==> src/rtl/mem_port_arbiter.sv <==
// Shares one memory port between IF and MEM; fixed priority (MEM first), or round-robin on contention when ARB_RR_EN is defined.
// Latency: request-to-ack LATENCY+1 cycles; one access per LATENCY+2 cycles. Backpressure: level requests held until the one-cycle ack.
module mem_port_arbiter #(
    parameter int DATA_SIZE = 32,
    parameter int LATENCY   = 2,
    parameter int CNT_W     = 4
) (
    input  logic                 clk,
    input  logic                 rst_n,
    input  logic                 if_req,
    input  logic                 mem_req,
    input  logic                 mem_wr,
    input  logic [DATA_SIZE-1:0] ram_rdata,
    output logic                 sel,
    output logic                 ram_en,
    output logic                 ram_we,
    output logic                 if_ack,
    output logic                 mem_ack,
    output logic [DATA_SIZE-1:0] rd_data,
    output logic                 busy
);

    typedef enum logic [1:0] {IDLE, ACCESS, ACK} state_t;

    state_t               state_q, state_d;
    logic [CNT_W-1:0]     cnt_q, cnt_d;
    logic                 sel_q, sel_d;
    logic                 en_q, en_d;
    logic                 we_q, we_d;
    logic                 if_ack_q, if_ack_d;
    logic                 mem_ack_q, mem_ack_d;
    logic                 busy_q, busy_d;
    logic [DATA_SIZE-1:0] rd_q, rd_d;
    logic                 grant_mem;

`ifdef ARB_RR_EN
    // last_grant_q: 1 = MEM was granted last; reset to MEM so first contention favours IF
    logic last_grant_q, last_grant_d;

    assign grant_mem = mem_req && (!if_req || !last_grant_q);

    always_ff @(posedge clk or negedge rst_n) begin
        if (!rst_n) last_grant_q <= 1'b1;
        else        last_grant_q <= last_grant_d;
    end

    always_comb begin
        last_grant_d = last_grant_q;
        if (state_q == IDLE && (if_req || mem_req)) last_grant_d = grant_mem;
    end
`else
    assign grant_mem = mem_req;
`endif

    always_ff @(posedge clk or negedge rst_n) begin
        if (!rst_n) begin
            state_q   <= IDLE;
            cnt_q     <= '0;
            sel_q     <= 1'b0;
            en_q      <= 1'b0;
            we_q      <= 1'b0;
            if_ack_q  <= 1'b0;
            mem_ack_q <= 1'b0;
            busy_q    <= 1'b0;
            rd_q      <= '0;
        end else begin
            state_q   <= state_d;
            cnt_q     <= cnt_d;
            sel_q     <= sel_d;
            en_q      <= en_d;
            we_q      <= we_d;
            if_ack_q  <= if_ack_d;
            mem_ack_q <= mem_ack_d;
            busy_q    <= busy_d;
            rd_q      <= rd_d;
        end
    end

    always_comb begin
        state_d   = state_q;
        cnt_d     = cnt_q;
        sel_d     = sel_q;
        en_d      = en_q;
        we_d      = we_q;
        if_ack_d  = 1'b0;
        mem_ack_d = 1'b0;
        busy_d    = busy_q;
        rd_d      = rd_q;
        case (state_q)
            IDLE: begin
                if (if_req || mem_req) begin
                    sel_d   = grant_mem;
                    en_d    = 1'b1;
                    we_d    = grant_mem && mem_wr;
                    cnt_d   = CNT_W'(LATENCY - 1);
                    busy_d  = 1'b1;
                    state_d = ACCESS;
                end
            end
            ACCESS: begin
                if (cnt_q == '0) begin
                    // we_q low means this was a read (IF, or MEM without write)
                    if (!we_q) rd_d = ram_rdata;
                    en_d = 1'b0;
                    we_d = 1'b0;
                    if (sel_q) mem_ack_d = 1'b1;
                    else       if_ack_d  = 1'b1;
                    state_d = ACK;
                end else begin
                    cnt_d = cnt_q - 1'b1;
                end
            end
            ACK: begin
                busy_d  = 1'b0;
                state_d = IDLE;
            end
            default: state_d = IDLE;
        endcase
    end

    assign sel     = sel_q;
    assign ram_en  = en_q;
    assign ram_we  = we_q;
    assign if_ack  = if_ack_q;
    assign mem_ack = mem_ack_q;
    assign busy    = busy_q;
    assign rd_data = rd_q;

endmodule

==> config.mk <==
export PLATFORM = sky130hd
export DESIGN_NAME = mem_port_arbiter
export DESIGN_NICKNAME = d
export VERILOG_FILES = /design/src/rtl/mem_port_arbiter.sv
export SDC_FILE = /design/constraint.sdc
export NUM_CORES = 1
export LEC_CHECK = 0
export ABC_AREA = 1
export BUFFER_PORTS_ARGS = -buffer_cell sky130_fd_sc_hd__buf_2
export CAP_MARGIN = 20
export CORE_MARGIN = 2
export CORE_UTILIZATION = 51
export CTS_CLUSTER_SIZE = 8
export DETAILED_ROUTE_END_ITERATION = 7
export GPL_TIMING_DRIVEN = 0
export PLACE_DENSITY = 0.89
export SLEW_MARGIN = 20
export SYNTH_ARGS = -nofsm -noshare
export SYNTH_HDL_FRONTEND = slang
export SYNTH_SLANG_ARGS = --single-unit
==> constraint.sdc <==
create_clock -name clk -period 2.4 [get_ports clk]
set_input_delay 0.6 -clock clk [delete_from_list [all_inputs] [get_ports clk]]
set_output_delay 0.6 -clock clk [all_outputs]
set_load 0.03 [all_outputs]
# Word level (Yosys, flattened, before mapping)
# Index checks and enable logic that the tools add are counted.
# word_totals
reg_bits	44
in_bits	37
wordCells	46
# op_classes
addsub	1
n_eq_ne	5
mux	18
bitwise	1
reduce_logical	12
# ops
op	count
$mux 1	9
$reduce_and 3->1	3
$mux 4	2
$pmux 4 s2	1
$ne 2x2->1 const B	3
$pmux 1 s2	3
$reduce_and 2->1	3
$logic_not 4->1	1
$mux 2	2
$pmux 2 s2	1
$reduce_bool 2->1	2
$sub 4x1->4 const B	1
$eq 2x1->1 const B	1
$eq 2x2->1 const B	1
$logic_not 2->1	1
$logic_and 1x1->1	1
$logic_or 1x1->1	1
$not 1->1	1

# Logic depth before layout (Yosys ltp)
# Gate-level depths: netlist of run 1.
# depth
word_depth	3
depth_mapped	8
depth_no_buf	7

# Worst setup path before layout of run 1
# OpenSTA, ideal clock, no wires.
# synth_timing
kind	input port to flip-flop
from	input port if_req
to	register cnt_q[0]
setup_time_ns	0.128
t_arrival_ns	1.209
setup_slack_ns	1.063
cell_stages	4
path_buffers	0
cell_sequence	o21ai_1 nand2_2 o21ai_1 o21ai_0
# synth_between
elab_chain_len	3
# synth_rtl
element	line_no	text
start: declaration	10	input logic if_req,
$logic_or 1x1->1	91	if (if_req || mem_req) begin
$ne 2x2->1 (no source line)	-	
$reduce_and 3->1 (no source line)	-	
end signal: assignment	68	cnt_q <= cnt_d;
end: declaration	26	logic [CNT_W-1:0] cnt_q, cnt_d;
# No other way between the ends.
# A chain may end at the register's enable or synchronous reset.

# Worst setup path after layout of run 1
# layout_timing
from	register we_q (netlist: ram_we)
to	output port ram_we
# layout_lines
element	line_no	text
start: declaration	29	logic we_q, we_d;
start signal: assignment	71	we_q <= we_d;
end: declaration	16	output logic ram_we,
# No word-level cell between the ends.

==> results of run 1 <==
==> cell families after synthesis <==
group	share of synthesized area, %
adder cells (fa/ha/maj)	1.365
AO/OA/AOI/OAI	1.911
XOR/XNOR	0.4779
flip-flops	60.07
AND/OR/NAND/NOR	29.83
buffers and inverters	6.348
==> synth_stat cells (2+ instances only) <==
cell / n
inv_1: 8
nor2_1: 9
nand3_1: 36
ha_1: 2
buf_6: 6
o21ai_0: 3
o21ai_1: 4
nand2_1: 72
clkbuf_1: 3
dfrtp_1: 44
inv_2: 2
nand2_2: 3
==> registers in the layout (all words and copies together), names as in the netlist <==
| signal | count |
|---|---|
| ram_en | 1 |
| cnt_q | 4 |
| mem_ack | 1 |
| ram_we | 1 |
| busy | 1 |
| state_q | 2 |
| sel | 1 |
| rd_data | 32 |
| if_ack | 1 |
==> layer usage <==
| metal | GRT usage, % | vias to the layer above | routed length [um] |
|---|---|---|---|
| li1 | - | 789 | - |
| met2 | 37.37 | 56 | 1855 |
| met4 | 4.891 | 0 | 39 |
| met1 | 23.96 | 708 | 1734 |
| met5 | 0 | - | 0 |
| met3 | 5.810 | 5 | 236 |
==> layout make-up <==
class / count / share of cell area, %
Buffer: 9 / 3.346
Inverter: 10 / 1.593
Multi-Input combinational cell: 134 / 26.13
Clock buffer: 7 / 2.762
Clock inverter: 1 / 1.275
Timing Repair Buffer: 74 / 15.72
Sequential cell: 44 / 46.73
Tap cell: 46 / 2.443
==> placed cells by master (no fill, tap or decap), types with 2 or more instances in the layout <==
cell type	synthesis	final
buf_6	6	6
ha_1	2	2
clkbuf_8	0	2
nand2_1	72	72
o21ai_0	3	3
inv_2	2	2
o21ai_1	4	4
buf_2	0	74
nand3_1	36	36
nor2_1	9	9
dfrtp_1	44	44
nand2_2	3	3
clkbuf_4	0	5
inv_1	8	8
clkbuf_1	3	3
==> per-stage QoR <==
step / std cells / total power, mW
floorplan: 197 / 2.725
global placement: 317 / 3.227
detailed placement: 317 / 3.295
CTS: 325 / 3.797
global route: 325 / 4.067
finish: 325 / 3.769
==> power by group through the flow <==
stage          Clock [mW]  Sequential [mW]  Combinational [mW]
5_1_grt             0.545             1.30                2.22
6_report            0.500             1.26                2.01
3_5_place_dp            0             1.27                2.02
4_1_cts             0.505             1.26                2.03
3_3_place_gp            0             1.26                1.97
2_1_floorplan           0             1.87               0.856
==> path summary, 6_finish.rpt <==
path | from | end | slack (ns) | cells past startpoint
setup / recovery | ram_we$_DFFE_PN0P_ | ram_we | 0.86 | 1
hold / removal | rst_n | rd_data[7]$_DFFE_PN0P_ | 0.37 | 1
setup reg to reg | cnt_q[0]$_DFFE_PN0P_ | rd_data[4]$_DFFE_PN0P_ | 0.93 | 8
hold reg to reg | sel$_DFFE_PN0P_ | if_ack$_DFF_PN0_ | 0.46 | 1
max in group asynchronous | rst_n | cnt_q[3]$_DFFE_PN0P_ | 1.46 | 1
min in group clk | sel$_DFFE_PN0P_ | if_ack$_DFF_PN0_ | 0.46 | 1
==> impl_metrics.yaml, run 1 <==
floorplan:
  initial_core_util_pct: 54.08
  io_pins: 75
  die_area_um2: 4090
  core_area_um2: 3390
  rows: 21
  dieHeight_um: 63.95
  die_w_um: 63.95
layout:
  multi_input_area_um2: 615.6
  final_cell_area_um2: 2356
  drive_gt1_share_pct: 34.41
  register_area_um2: 1101
  final_util_pct: 69.51
  area_growth_pct: 28.53
  nets: 317
  n_fill_cell: 279
  antenna_cells: 0
timing:
  fin_worst_hold_slack_ns: 0.3710
  tightest_slew_ns: 0.9133
  hold_violations: 0
  tns_ns: 0
  finClkSkew_ns: 0.009065
  rsz0062_at_grt: "false"
  period_share_pct: 64.08
  slew_headroom_pct: 39.11
  final_critical_path_setup_slack_ns: 0.8620
  period_needed_ns: 1.538
  max_freq_mhz: 650.2
  drv_slew: 0
  setup_violations: 0
placed_design:
  routabilityCongestion: 0.7419
  dpl-instance-area_um2: 2261
  dp_hpwl_um: 2763
  place.port_buffers: 74
  place_ws_ns: 0.7620
cts:
  cts_setup_buffers: 0
  worstSkewPairLatency_ns: 0.35
  numCtsBuffers: 5
  htree_levels: 2
  post_cts_hold_buffer_count: 0
  cts_sinks: 44
  cts_resized: 0
  cts_tree: "yes"
  cts_buffer_depth: 2
  cts.root.buffer_cell: "clkbuf_4"
  clkTransAtPathRegs_ns: 0.12
worst_setup_path:
  start_kind: "flop"
  critical_path.endpoint_type: "output port"
  cpLargestDelayFamily: "flip-flops"
  arrival_ns: 0.94
  worstPathMaxFanout: 3
  path_cells: "buf_2"
  cp_num_buf_inv: 1
  crit_type: "reg2out"
  cp.required_ns: 1.80
  slowest_stage: "dfrtp_1"
  cpPeakStageDelay_ns: 0.41
yosys:
  syn_avg_cell_area_um2: 9.305
  seq_area_frac_synth_pct: 60.07
  synth_edf_count: 0
  ys_top_cells_by_area: "dfrtp_1 (60%), nand2_1 (15%), nand3_1 (9.8%), buf_6 (3.7%), nor2_1 (1.8%)"
  ys_warn_count: 0
  yosys.area.top_type: "dfrtp_1"
  synth_cell_types: 17
  synthCells: 197
  syn_area_um2: 1833
  ys_seq_elements: 44
  synthesis.nets: 236
  ys_async_sr_fraction_pct: 100.0
  synth_top_area_share_pct: 60.07
  ys.flop_type: "dfrtp_1"
routing:
  routed_wl_um: 3867
  vias_per_cell: 4.794
  route.detailed.drc: 0
  detail-route-antenna-nets: 0
  drt_iter0_markers: 44
  wl_per_cell_um: 11.90
  first_pass_iters: 4
  vias: 1558
hold_path:
  min_path_type: "in2async"
power_and_ir_drop:
  switchingPower_mw: 1.810
  pwr-share-comb_pct: 53.3
  power_density_nw_per_um2: 1600
  pwr-share-clk_pct: 13.3
  peakVddDrop_uv: 733.1
  internal-power_mw: 1.959
  seqPwrFrac_pct: 33.5
  swShare_pct: 48.02
  p_leak_nw: 1.364
global_routing:
  grt_pass1_wl_um: 6506
  overflow: 0
  grt_max_degree: 45
  grtUsageTotal_pct: 20.61
  grt_antenna_before_repair: 0
  grt_pass1_vias: 1494
outcome:
  status: "finished, final reports clean"
run:
  drv_cap: 0
(Power assumes the default switching activity.)
==> run 2, diff against run 1 <==
--- a/config.mk
+++ b/config.mk
@@ -9,11 +9,11 @@
 export BUFFER_PORTS_ARGS = -buffer_cell sky130_fd_sc_hd__buf_2
 export CAP_MARGIN = 20
 export CORE_MARGIN = 2
-export CORE_UTILIZATION = 51
+export CORE_UTILIZATION = 47
 export CTS_CLUSTER_SIZE = 8
 export DETAILED_ROUTE_END_ITERATION = 7
 export GPL_TIMING_DRIVEN = 0
-export PLACE_DENSITY = 0.89
+export PLACE_DENSITY = 0.83
 export SLEW_MARGIN = 20
 export SYNTH_ARGS = -nofsm -noshare
 export SYNTH_HDL_FRONTEND = slang
==> constraint.sdc (replaced) <==
create_clock -name clk -period 1.5 [get_ports clk]
set_input_delay 0.375 -clock clk [delete_from_list [all_inputs] [get_ports clk]]
set_output_delay 0.375 -clock clk [all_outputs]
set_load 0.03 [all_outputs]
==> impl_metrics.yaml, run 2 (synthesis gave the netlist of run 1 again) <==
floorplan:
  dieHeight_um: 66.45
  die_area_um2: 4416
  core_area_um2: 3716
  rows: 22
  die_w_um: 66.45
  initial_core_util_pct: 49.33
  io_pins: 75
power_and_ir_drop:
  swShare_pct: 48.81
  p_leak_nw: 1.371
  power_density_nw_per_um2: 2522
  pwr-share-comb_pct: 54.3
  internal-power_mw: 3.065
  peakVddDrop_uv: 1246
  switchingPower_mw: 2.922
  seqPwrFrac_pct: 33.9
  pwr-share-clk_pct: 11.8
  power_mw: 5.987
cts:
  clkTransAtPathRegs_ns: 0.08
  numCtsBuffers: 5
  post_cts_hold_buffer_count: 0
  cts_tree: "yes"
  cts.root.buffer_cell: "clkbuf_8"
  cts_sinks: 44
  worstSkewPairLatency_ns: 0.29
  htree_levels: 2
  cts_buffer_depth: 2
timing:
  period_share_pct: 92.83
  rsz0062_at_grt: "false"
  tightest_slew_ns: 0.9240
  hold_violations: 0
  tns_ns: 0
  drv_slew: 0
  finClkSkew_ns: 0.002176
  setup_violations: 0
  period_needed_ns: 1.392
  max_freq_mhz: 718.1
  slew_headroom_pct: 38.40
worst_setup_path:
  arrival_ns: 1.58
  reg2regPathDepth: 8
  cpLargestDelayFamily: "simple AND/OR/NAND/NOR gates"
  crit_type: "reg2reg"
  path_cells: "inv_2 > ha_2 > nand2_4 > nor2_8 > nand2_4 > buf_6 > nand2_1 > nand2_1"
  cp.required_ns: 1.69
  cpPeakStageDelay_ns: 0.40
  critical_path.endpoint_type: "flop"
  r2r_slack_ns: 0.11
  r2r-end: "rd_data[12]$_DFFE_PN0P_"
  reg2reg_from: "cnt_q[0]$_DFFE_PN0P_"
  worstPathMaxFanout: 10
  cp_num_buf_inv: 2
  slowest_stage: "dfrtp_1"
  start_kind: "flop"
layout:
  nets: 319
  final_util_pct: 63.87
  fin_cells: 329
  layout_common_cells: "buf_2 (74), nand2_1 (72), dfrtp_1 (44)"
  drive_gt1_share_pct: 35.94
  antenna_cells: 0
  largest_reg_flops: 32
  area_growth_pct: 29.49
  mostFrequentLayoutCell: "buf_2"
routing:
  wl_met2_um: 1775
  route.detailed.drc: 0
  drt_iter0_markers: 96
  wl_met1_um: 1701
  detail-route-antenna-nets: 0
  vias_per_cell: 4.781
  route.met3.wl_um: 286
  first_pass_iters: 4
  routed_wl_um: 3796
  top_layer: "met4"
  wl_per_cell_um: 11.54
  vias: 1573
placed_design:
  place.port_buffers: 74
  dp_hpwl_um: 2748
  routabilityCongestion: 0.7591
  placed_cells: 319
global_routing:
  grt_max_degree: 45
  grtUsageTotal_pct: 18.14
  overflow: 0
  grt_antenna_before_repair: 0
  grt_pass1_wl_um: 6113
  grt_pass1_vias: 1432
hold_path:
  min_path_type: "in2async"
outcome:
  status: "finished, final reports clean"
run:
  drv_cap: 0
run 2: cell types whose count changed in the layout (fill, tap and decap cells not counted), moves of 2 or more:
cell / previous run / this run
inv_2: 2 / 4
clkbuf_8: 2 / 5
inv_1: 8 / 6
clkbuf_4: 5 / 0
clkinv_2: 0 / 2
buf_4: 0 / 2
run 2: through the flow:
| stage | hold slack [ns] | area, um^2 | worst slack [ns] |
|---|---|---|---|
| after floorplan | 0.07941 | 1833 | 0.1832 |
| after global placement | 0.4266 | 2263 | 0.08035 |
| after detailed placement | 0.4315 | 2263 | 0.05365 |
| after CTS | 0.2501 | 2351 | 0.02891 |
| after global routing | 0.3007 | 2374 | 0.002469 |
| final | 0.2196 | 2374 | 0.1075 |
run 2: what timing repair did:
item	CTS	global route
buffers inserted	0	2
setup endpoints to repair	0	30
resized for setup	0	4
run 2: final cells by class:
type	instances	area (um^2)
clock buffers	5	68.82
inverters	10	37.54
repair buffers	76	385.4
multi-input cells	134	623.1
well taps	48	60.06
fillers	329	1343
plain buffers	9	78.83
flip-flops and latches	44	1101
clock inverters	3	18.77
run 2: power groups by stage:
stage	Combinational, mW	Clock, mW	Sequential (mW)
after global routing	3.59	0.797	2.09
after floorplan	1.37	0	2.99
after detailed placement	3.22	0	2.05
after CTS	3.23	0.737	2.03
after global placement	3.15	0	2.02
final	3.25	0.704	2.03
run 2: how the worst max path moves through the flow:
| stage | end | slack (ns) | cells past startpoint | from |
|---|---|---|---|---|
| 2_1_floorplan | rd_data[10]$_DFFE_PN0P_ | 0.18 | 8 | cnt_q[0]$_DFFE_PN0P_ |
| 3_3_place_gp | rd_data[31]$_DFFE_PN0P_ | 0.08 | 8 | cnt_q[0]$_DFFE_PN0P_ |
| 3_5_place_dp | rd_data[12]$_DFFE_PN0P_ | 0.05 | 8 | cnt_q[0]$_DFFE_PN0P_ |
| 4_1_cts | rd_data[12]$_DFFE_PN0P_ | 0.03 | 8 | cnt_q[0]$_DFFE_PN0P_ |
| 5_1_grt | rd_data[26]$_DFFE_PN0P_ | 0.002 | 8 | cnt_q[0]$_DFFE_PN0P_ |
| 6_report | rd_data[12]$_DFFE_PN0P_ | 0.11 | 8 | cnt_q[0]$_DFFE_PN0P_ |
run 2: worst register-to-register path: cells and delay by family (launching register included):
family                   cells  cell delay [ns]
AND/OR/NAND/NOR              5             0.47
adder cells (fa/ha/maj)      1             0.19
flip-flops                   1             0.40
buffers and inverters        2             0.23
run 2: layer usage:
metal | global-route usage, % | vias to the layer above
met5 | 0 | -
met1 | 21.67 | 723
met3 | 4.899 | 3
met2 | 31.87 | 60
met4 | 5.357 | 0
li1 | - | 787
